[config.mk]
export PLATFORM = sky130hd
export DESIGN_NAME = mult_seq_ctrl
export DESIGN_NICKNAME = d
export VERILOG_FILES = /design/src/rtl/mult_seq_pkg.sv /design/src/rtl/mult_seq_timer.sv /design/src/rtl/mult_seq_ctrl.sv
export SDC_FILE = /design/constraint.sdc
export NUM_CORES = 1
export LEC_CHECK = 0
export CAP_MARGIN = 40
export CORE_MARGIN = 2
export CORE_UTILIZATION = 35
export CTS_CLUSTER_SIZE = 12
export DETAILED_ROUTE_END_ITERATION = 6
export GPL_ROUTABILITY_DRIVEN = 0
export HOLD_SLACK_MARGIN = 0.08
export PLACE_DENSITY = 0.69
export SYNTH_ARGS = -nofsm -noshare
export SYNTH_HDL_FRONTEND = slang
export SYNTH_SLANG_ARGS = --single-unit
[constraint.sdc]
create_clock -name clk -period 3.89 [get_ports clk]
set_input_delay 0.9725 -clock clk [delete_from_list [all_inputs] [get_ports clk]]
set_output_delay 0.9725 -clock clk [all_outputs]
set_load 0.02 [all_outputs]
[src/rtl/mult_seq_pkg.sv]
// Shared types and constants for the sequential 8x8 multiplier controller.
package mult_seq_pkg;

    localparam int unsigned OpWidth              = 8;
    localparam int unsigned ProdWidth            = 16;
    localparam int unsigned TimeoutCyclesDefault = 15;

    typedef enum logic [1:0] {
        StIdle,
        StLaunch,
        StWait,
        StHold
    } state_e;

endpackage

[src/rtl/mult_seq_timer.sv]
// WAIT-state cycle counter; expired is raised on the Limit-th enabled cycle after a clear.
module mult_seq_timer #(
    parameter int unsigned Limit = 15
) (
    input  logic clk,
    input  logic reset_a,
    input  logic clear,
    input  logic enable,
    output logic expired
);

    localparam logic [7:0] LastCount = 8'(Limit - 1);

    logic [7:0] count_q, count_d;

    always_comb begin
        count_d = count_q;
        if (clear) begin
            count_d = '0;
        end else if (enable && (count_q != 8'hFF)) begin
            count_d = count_q + 8'd1;
        end
    end

    assign expired = enable && (count_q == LastCount);

    always_ff @(posedge clk) begin
        if (reset_a) begin
            count_q <= '0;
        end else begin
            count_q <= count_d;
        end
    end

endmodule

[src/rtl/mult_seq_ctrl.sv]
// Handshaked sequencer for an external 8x8 multiplier: accept, launch, wait for done, hold result.
// Optional WAIT timeout enabled by defining MULT_SEQ_TIMEOUT_EN.
module mult_seq_ctrl
    import mult_seq_pkg::*;
#(
    parameter int unsigned TIMEOUT_CYCLES = TimeoutCyclesDefault
) (
    input  logic                 clk,
    input  logic                 reset_a,
    input  logic                 in_valid,
    output logic                 in_ready,
    input  logic [OpWidth-1:0]   in_a,
    input  logic [OpWidth-1:0]   in_b,
    output logic [OpWidth-1:0]   mult_dataa,
    output logic [OpWidth-1:0]   mult_datab,
    output logic                 mult_start,
    input  logic                 mult_done,
    input  logic [ProdWidth-1:0] mult_product,
    output logic                 out_valid,
    input  logic                 out_ready,
    output logic [ProdWidth-1:0] out_product,
    output logic                 out_err
);

    if (TIMEOUT_CYCLES < 6 || TIMEOUT_CYCLES > 255) begin : gen_param_check
        $error("TIMEOUT_CYCLES must be within 6..255");
    end

    state_e               state_q, state_d;
    logic [OpWidth-1:0]   a_q, a_d, b_q, b_d;
    logic [ProdWidth-1:0] prod_q, prod_d;
    logic                 err_q, err_d;
    logic                 timeout;

`ifdef MULT_SEQ_TIMEOUT_EN
    mult_seq_timer #(
        .Limit (TIMEOUT_CYCLES)
    ) u_timer (
        .clk     (clk),
        .reset_a (reset_a),
        .clear   (state_q == StLaunch),
        .enable  (state_q == StWait),
        .expired (timeout)
    );
`else
    assign timeout = 1'b0;
`endif

    always_comb begin
        state_d = state_q;
        a_d     = a_q;
        b_d     = b_q;
        prod_d  = prod_q;
        err_d   = err_q;
        unique case (state_q)
            StIdle: begin
                if (in_valid) begin
                    a_d     = in_a;
                    b_d     = in_b;
                    state_d = StLaunch;
                end
            end
            StLaunch: state_d = StWait;
            StWait: begin
                // A done arriving on the timeout cycle still counts as success.
                if (mult_done) begin
                    prod_d  = mult_product;
                    err_d   = 1'b0;
                    state_d = StHold;
                end else if (timeout) begin
                    prod_d  = '0;
                    err_d   = 1'b1;
                    state_d = StHold;
                end
            end
            StHold: begin
                if (out_ready) begin
                    state_d = StIdle;
                end
            end
            default: state_d = StIdle;
        endcase
    end

    always_ff @(posedge clk) begin
        if (reset_a) begin
            state_q <= StIdle;
            a_q     <= '0;
            b_q     <= '0;
            prod_q  <= '0;
            err_q   <= 1'b0;
        end else begin
            state_q <= state_d;
            a_q     <= a_d;
            b_q     <= b_d;
            prod_q  <= prod_d;
            err_q   <= err_d;
        end
    end

    assign in_ready    = (state_q == StIdle);
    assign mult_start  = (state_q == StLaunch);
    assign out_valid   = (state_q == StHold);
    assign mult_dataa  = a_q;
    assign mult_datab  = b_q;
    assign out_product = prod_q;
    assign out_err     = err_q;

endmodule
## After elaboration in Yosys (flattened, before gate mapping)

Index checks and enable logic that the tools add are counted.

| word-level totals | value |
|---|---|
| memories | 0 |
| bits in registers | 34 |
| bits in writable memories | 0 |
| memory bits (read-only) | 0 |
| input port bits | 37 |
| latch bits | 0 |
| output and inout port bits | 36 |
| word-level logic and storage cells | 18 |

| operators by class | value |
|---|---|
| div/mod/pow operators | 0 |
| multiply operators | 0 |
| shift-type cells | 0 |
| mux-type cells | 4 |
| bitwise logic cells | 0 |
| equal/unequal tests | 6 |
| reductions and logical operators | 4 |
| add/sub/neg operators | 0 |
| magnitude comparators | 0 |

Operators with widths:

| kind | count |
|---|---|
| case mux 2 bit (4 select lines) | 1 |
| 2-to-1 mux 2 bit | 3 |
| equality test 2 bit (second input constant) | 2 |
| inequality test 2 bit (second input constant) | 2 |
| AND reduction 2 bit | 2 |
| AND reduction 3 bit | 1 |
| equality test 2 x 1 -> 1 bit (second input constant) | 1 |
| zero test 2 bit | 1 |
| inequality test 2 x 1 -> 1 bit (second input constant) | 1 |

## Longest topological paths before layout

Gate-level depths: netlist of run 1.

| logic depth | value |
|---|---|
| depth in word-level cells | 3 |
| gate-level depth with buffers | 7 |
| mapped depth without buffers | 5 |

## Least setup slack after synthesis of run 1

No wires, ideal clock.

| path | value |
|---|---|
| path kind | register to output |
| from | register state_q[0] |
| to | output in_ready |
| data arrival time | 717 ps |
| data required time | 2,918 ps |
| buffers on the path | 0 |
| cell stages (with the launch flop) | 3 |
| setup slack | 2,201 ps |
| path through | dfxtp_1 inv_1 ha_1 |

| between the ends | value |
|---|---|
| word-level cells in the longest chain between the ends | 1 |

RTL lines:

| what | line | RTL |
|---|---|---|
| start, declared | mult_seq_ctrl.sv:29 | `state_e state_q, state_d;` |
| start signal, assigned | mult_seq_ctrl.sv:87 | `state_q <= StIdle;` |
| start signal, assigned | mult_seq_ctrl.sv:93 | `state_q <= state_d;` |
| zero test 2 bit | mult_seq_ctrl.sv:101 | `assign in_ready = (state_q == StIdle);` |
| end, declared | mult_seq_ctrl.sv:11 | `output logic in_ready,` |

No other way between the ends.

## Final worst setup path of run 1

Same ends and word-level chain as after synthesis.

==> metrics.csv, run 1 <==
stage,metric,value,unit
outcome,status,finished clean,
sta,timing.fmax,395,MHz
pwr,ir_drop,0.214,mV
sta,fin_setup_tns,0,ns
cts,cts_tree,done,
cells_and_area,num-nets-final,273,
detailed_routing,wl_per_cell,11.0,um
cells_and_area,antenna_cells,0,
detailed_routing,drt_iter0_drc,92,
floorplan,io_pins,73,
logic_synthesis,yosys_register_bits,34,
cells_and_area,fin_util,58.3,%
logic_synthesis,synth_edf_count,0,
worst_setup_path,critical_path.max_fanout,4,
cts,cts_resized,0,
cells_and_area,final_layout_size_suffix_gt1_share,8.19,%
detailed_routing,vias,1221,
pwr,cellLeakagePower,0.765,nW
cts,htreeDepth,2,
global_route,grt_overflow,0,
logic_synthesis,ys_types,18,
cts,root_buffer,clkbuf_8,
logic_synthesis,synth_top_flop_cell,dfxtp_1,
logic_synthesis,syn_inst,163,
place,placed_area,2060,um2
sta,final_hold_viol_count,0,
worst_setup_path,critPathKind,flop to primary output,
global_route,grt_pass1_vias,1109,
cts,cts_setup_buffers,0,
worst_setup_path,cp.arrival,1.56,ns
place,io_buffers,71,
worst_setup_path,worst-r2r-setup-slack,2.39,ns
floorplan,die_x,66.1,um
logic_synthesis,avgSynthCellArea,8.29,um2
logic_synthesis,seq_area_frac_synth,50.4,%
floorplan,rows,22,
cts,cts_buffer_depth,2,
floorplan,core,3690,um2
floorplan,die_height,66.1,um
detailed_routing,drc,0,
sta,period_needed,2.53,ns
global_route,grt_first_pass_wirelength,4.74,mm
cts,cts_buffers,5,
sta,timing.slew.headroom,63.5,%
global_route,grt_start_max_net_pins,22,
worst_setup_path,crit_required,2.92,ns
pwr,p_total,1.07,mW
cts,clk_pin_slew,0.07,ns
logic_synthesis,yosys_warnings,0,
worst_setup_path,cp-end-kind,primary output,
hold_path,hold_class,flop to flop,
sta,worst_pin_slew,0.548,ns
sta,finClkSkew,0.00264,ns
pwr,power_density,496,nW/um2
detailed_routing,drtAntennaViolNets,0,
worst_setup_path,critPathLaunchType,flop,
sta,setup_viol,0,
cells_and_area,area_growth_syn_to_layout,59.2,%
floorplan,start_util,36.6,%
cells_and_area,design_area,2150,um2
logic_synthesis,synthArstFlopShare,0,%
cts,ctsHoldBuffers,0,
cts,clock_latency,0.28,ns
floorplan,die_area,4370,um2
sta,slew_violations,0,
global_route,grt_use_total,14.0,%
sta,rsz0062_at_grt,false,
logic_synthesis,synth_area,1350,um2
detailed_routing,via_per_inst,4.36,
place,place_hpwl,2.18,mm
detailed_routing,totalWireLength,3.07,mm
job,maxCapViolations,0,
global_route,antenna_found_initial,0,
detailed_routing,drt_pass1_iterations,4,
logic_synthesis,syn_nets,205,
sta,period_share,65.1,%
cts,clock-sinks,34,
==> area by class of cell <==
class | count | area, um2
repair buffers | 72 | 718
well taps | 48 | 60.1
clock inverters | 2 | 12.5
flip-flops and latches | 34 | 681
multi-input cells | 116 | 589
inverters | 2 | 7.51
fillers | 365 | 1540
clock buffers | 6 | 82.6
==> worst max-delay path, stage by stage, from the launching register on <==
cell             delay, ns
dfxtp_1               0.34
inv_1                 0.11
ha_1                  0.21
clkdlybuf4s50_1       0.62
==> state kept, by name (all words and copies together), names as in the netlist <==
name,count
mult_dataa,8
out_product,16
state_q,2
mult_datab,8
==> path summary, 6_finish.rpt <==
| check | startpoint | to | depth (start not counted) |
|---|---|---|---|
| worst min register to register | mult_datab[4] | mult_datab[4] | 2 |
| worst min-delay path | mult_datab[4] | mult_datab[4] | 2 |
| worst max-delay path | state_q[0] | in_ready | 3 |
| worst max register to register | state_q[0] | out_product[14] | 5 |
==> cells in the mapped netlist, types with 2 or more instances <==
| library cell | count | share of area (%) |
|---|---|---|
| a21oi_2 | 10 | 6.5 |
| inv_1 | 2 | 0.56 |
| a21oi_1 | 22 | 8.1 |
| buf_2 | 5 | 1.9 |
| buf_6 | 2 | 1.7 |
| and2_1 | 2 | 0.93 |
| nand2_1 | 66 | 18 |
| buf_4 | 3 | 1.7 |
| ha_1 | 5 | 4.6 |
| dfxtp_1 | 34 | 50 |
| nand2b_1 | 5 | 2.3 |
==> logic make-up after synthesis <==
family / synth area share [%]
AND/OR/NAND/NOR: 22.3
AO/OA/AOI/OAI: 15.6
flip-flops: 50.4
buffers and inverters: 6.02
adder cells (fa/ha/maj): 4.63
multiplexers: 0.741
other: 0.278
==> where the power goes <==
part           switching, mW  internal, mW  total [mW]
Clock                  0.122         0.142       0.264
Combinational          0.202         0.176       0.377
Sequential            0.0283         0.397       0.425
Total                  0.352         0.715        1.07
==> through the flow <==
stage               hold WS [ns]  worst slack, ns  instances
floorplan                  0.481             2.20        163
global placement           0.442             1.53        272
detailed placement         0.450             1.51        272
CTS                        0.459             1.34        280
global route               0.470             1.26        280
finish                     0.456             1.36        280
==> routing by layer <==
metal	global-route usage (%)	share of wire, %
met5	0	0
met1	16.6	44
met3	5.45	8.7
met2	22.6	47
met4	5.36	0.52
==> layout by cell type, fill, tap and decap left out, drive strengths merged <==
cell type      count
clkdlybuf4s50     71
nand2b             5
clkinv             1
buf                1
nand2             66
a21oi             32
mux2i              1
and2               2
nor2               1
clkinvlp           1
a31oi              1
inv                2
and3               1
o21a               1
ha                 5
dfxtp             34
clkbuf             6
conb               1
(Power assumes the default switching activity.)
==> run 2, diff against run 1 <==
Settings changed: CORE_UTILIZATION 35 to 34, PLACE_DENSITY 0.69 to 0.7.
Clock period 3.89 ns to 2.19 ns, I/O delays scaled along.
==> run 2 against run 1 <==
  * Combinational power up 83%
  * Clock skew up 0.00060 ns
  * Core utilization down 0.52 points
  * First-iteration DRC count down 17%
  * Count of clock-buffer cells in the layout unchanged
  * Worst setup slack worse by 1.2 ns
  * Sequential power up 77%
==> metrics.csv, run 2 (same netlist as run 1, synthesis figures left out) <==
stage,metric,value,unit,change
outcome,status,finished clean,,unchanged
worst_setup_path,slowest_delay,0.61,ns,was 0.62 ns
worst_setup_path,cp-end-kind,primary output,,unchanged
worst_setup_path,critPathKind,flop to primary output,,unchanged
detailed_routing,wl_per_cell,11.4,um,was 11.0 um
worst_setup_path,path_buf_inv,1,,was 2
hold_path,hold_class,flop to flop,,unchanged
sta,finClkSkew,0.00324,ns,was 0.00264 ns
cells_and_area,area_growth_syn_to_layout,60.1,%,was 59.2%
sta,worst_pin_slew,0.531,ns,was 0.548 ns
job,maxCapViolations,0,,unchanged
floorplan,die_height,67.0,um,was 66.1 um
sta,final_hold_viol_count,0,,unchanged
cells_and_area,antenna_cells,0,,unchanged
cts,clock_latency,0.27,ns,was 0.28 ns
global_route,grt_use_total,14.9,%,was 14.0%
global_route,antenna_found_initial,0,,unchanged
pwr,cellLeakagePower,0.783,nW,was 0.765 nW
floorplan,rows,22,,unchanged
detailed_routing,drt_pass1_iterations,4,,unchanged
place,place_hpwl,2.30,mm,was 2.18 mm
pwr,ir_drop,0.384,mV,was 0.214 mV
global_route,grt_first_pass_wirelength,4.99,mm,was 4.74 mm
cts,root_buffer,clkbuf_8,,unchanged
global_route,grt_overflow,0,,unchanged
detailed_routing,drtAntennaViolNets,0,,unchanged
detailed_routing,drt_iter0_drc,76,,was 92
detailed_routing,vias,1244,,"was 1,221"
sta,timing.slew.headroom,64.5,%,was 63.5%
worst_setup_path,worst-r2r-setup-slack,0.69,ns,was 2.39 ns
sta,slew_violations,0,,unchanged
cts,htreeDepth,2,,unchanged
detailed_routing,met3_wirelength,280,um,was 267 um
detailed_routing,drc,0,,unchanged
worst_setup_path,cp.arrival,1.47,ns,was 1.56 ns
floorplan,die_x,67.0,um,was 66.1 um
sta,setup_viol,0,,unchanged
worst_setup_path,crit_path_cell_trace,ha_1 > clkdlybuf4s50_1,,was inv_1 > ha_1 > clkdlybuf4s50_1
sta,fin_setup_tns,0,ns,unchanged
cells_and_area,fillers,363,,was 365
cells_and_area,final_layout_size_suffix_gt1_share,8.58,%,was 8.19%
detailed_routing,wl_met2,1.46,mm,was 1.45 mm
sta,whs,0.453,ns,was 0.456 ns
cts,cts_buffers,5,,unchanged
cts,cts_tree,done,,unchanged
detailed_routing,wl_met1,1.39,mm,was 1.34 mm
cts,clk_pin_slew,0.06,ns,was 0.07 ns
detailed_routing,totalWireLength,3.20,mm,was 3.07 mm
cells_and_area,largest_reg_flops,16,,unchanged
sta,rsz0062_at_grt,false,,unchanged
cells_and_area,final_common_cell,clkdlybuf4s50_1,,unchanged
floorplan,start_util,36.1,%,was 36.6%
sta,period_share,92.1,%,
floorplan,io_pins,73,,unchanged
detailed_routing,via_per_inst,4.43,,was 4.36
floorplan,die_area,4490,um2,was 4370 um2
cells_and_area,most-common-layout-cells,"clkdlybuf4s50_1 (70), nand2_1 (66), dfxtp_1 (34)",,"was clkdlybuf4s50_1 (71), nand2_1 (66), dfxtp_1 (34)"
cts,clock-sinks,34,,unchanged
worst_setup_path,cp_top_family,buffers and inverters,,unchanged
worst_setup_path,critPathLaunchType,flop,,unchanged
worst_setup_path,critical_path.max_fanout,4,,unchanged
global_route,grt_start_max_net_pins,22,,unchanged
sta,period_needed,2.02,ns,
detailed_routing,top_layer,met4,,unchanged
floorplan,core,3740,um2,was 3690 um2
global_route,grt_pass1_vias,1185,,"was 1,109"
sta,timing.fmax,496,MHz,
place,io_buffers,71,,unchanged
worst_setup_path,slowest_stage,clkdlybuf4s50_1,,unchanged
cells_and_area,num-nets-final,276,,was 273
worst_setup_path,crit_required,1.64,ns,was 2.92 ns
pwr,power_density,872,nW/um2,was 496 nW/um2
cts,cts_buffer_depth,2,,unchanged
## run 2: cell count changes in the layout (fill, tap and decap cells not counted), sizes merged
| cell | previous run | this run |
|---|---|---|
| buf | 1 | 4 |
| clkinv | 1 | 0 |
| clkdlybuf4s50 | 71 | 70 |
| dlymetal6s2s | 0 | 1 |
| clkinvlp | 1 | 0 |
## run 2: worst paths after layout
kind | startpoint | to | cells past startpoint
worst max-delay path | state_q[0] | out_valid | 2
worst min-delay path | mult_dataa[2] | mult_dataa[2] | 2
worst max register to register | state_q[0] | out_product[0] | 5
worst min register to register | mult_dataa[2] | mult_dataa[2] | 2
## run 2: worst reg2reg max path, stage by stage, from the launching register on
cell and delay, ns:
dfxtp_1 0.39, inv_1 0.10, ha_1 0.25, nand2_1 0.41
nand2_1 0.12, a21oi_1 0.16
## run 2: timing repair
item / in CTS / in global routing
endpoints found under the setup margin: 0 / 1
gates resized for setup: 0 / 1
buffers inserted: 0 / 0
hold buffers: 0 / 0
endpoints found under the hold margin: 0 / 0
## run 2: cell type report
type / count / area (um2) / area share [%]
Sequential cell: 34 / 681 / 31.5
Inverter: 2 / 7.51 / 0.347
Multi-Input combinational cell: 116 / 589 / 27.2
Tap cell: 48 / 60.1 / 2.78
Timing Repair Buffer: 75 / 743 / 34.4
Clock buffer: 6 / 82.6 / 3.82
## run 2: layer usage
metal | GRT usage (%) | vias to the layer above
met1 | 15.7 | 537
met4 | 8.16 | 0
li1 | - | 653
met5 | 0 | -
met3 | 5.91 | 7
met2 | 25.1 | 47
## run 2: power by group
part	leakage [nW]	switching [mW]	internal, mW
sequential	0.277	0.0479	0.705
combinational	0.463	0.366	0.323
clock	0.0431	0.203	0.242
## run 2: metrics by stage
stage	utilization, %	worst slack (ns)	std cells	area [um2]	total power, mW
floorplan	-	0.796	163	1350	1.18
global placement	55.5	0.379	275	2080	1.46
detailed placement	55.5	0.372	275	2080	1.47
CTS	57.7	0.0611	281	2160	1.92
global route	57.8	0.0755	281	2160	2.00
finish	57.8	0.172	281	2160	1.89
==> run 3, diff against run 2 <==
Settings changed: CTS_CLUSTER_DIAMETER set to 60.
==> results of run 3 <==
No change in the layout: final DEF, timing and power equal those of run 2.
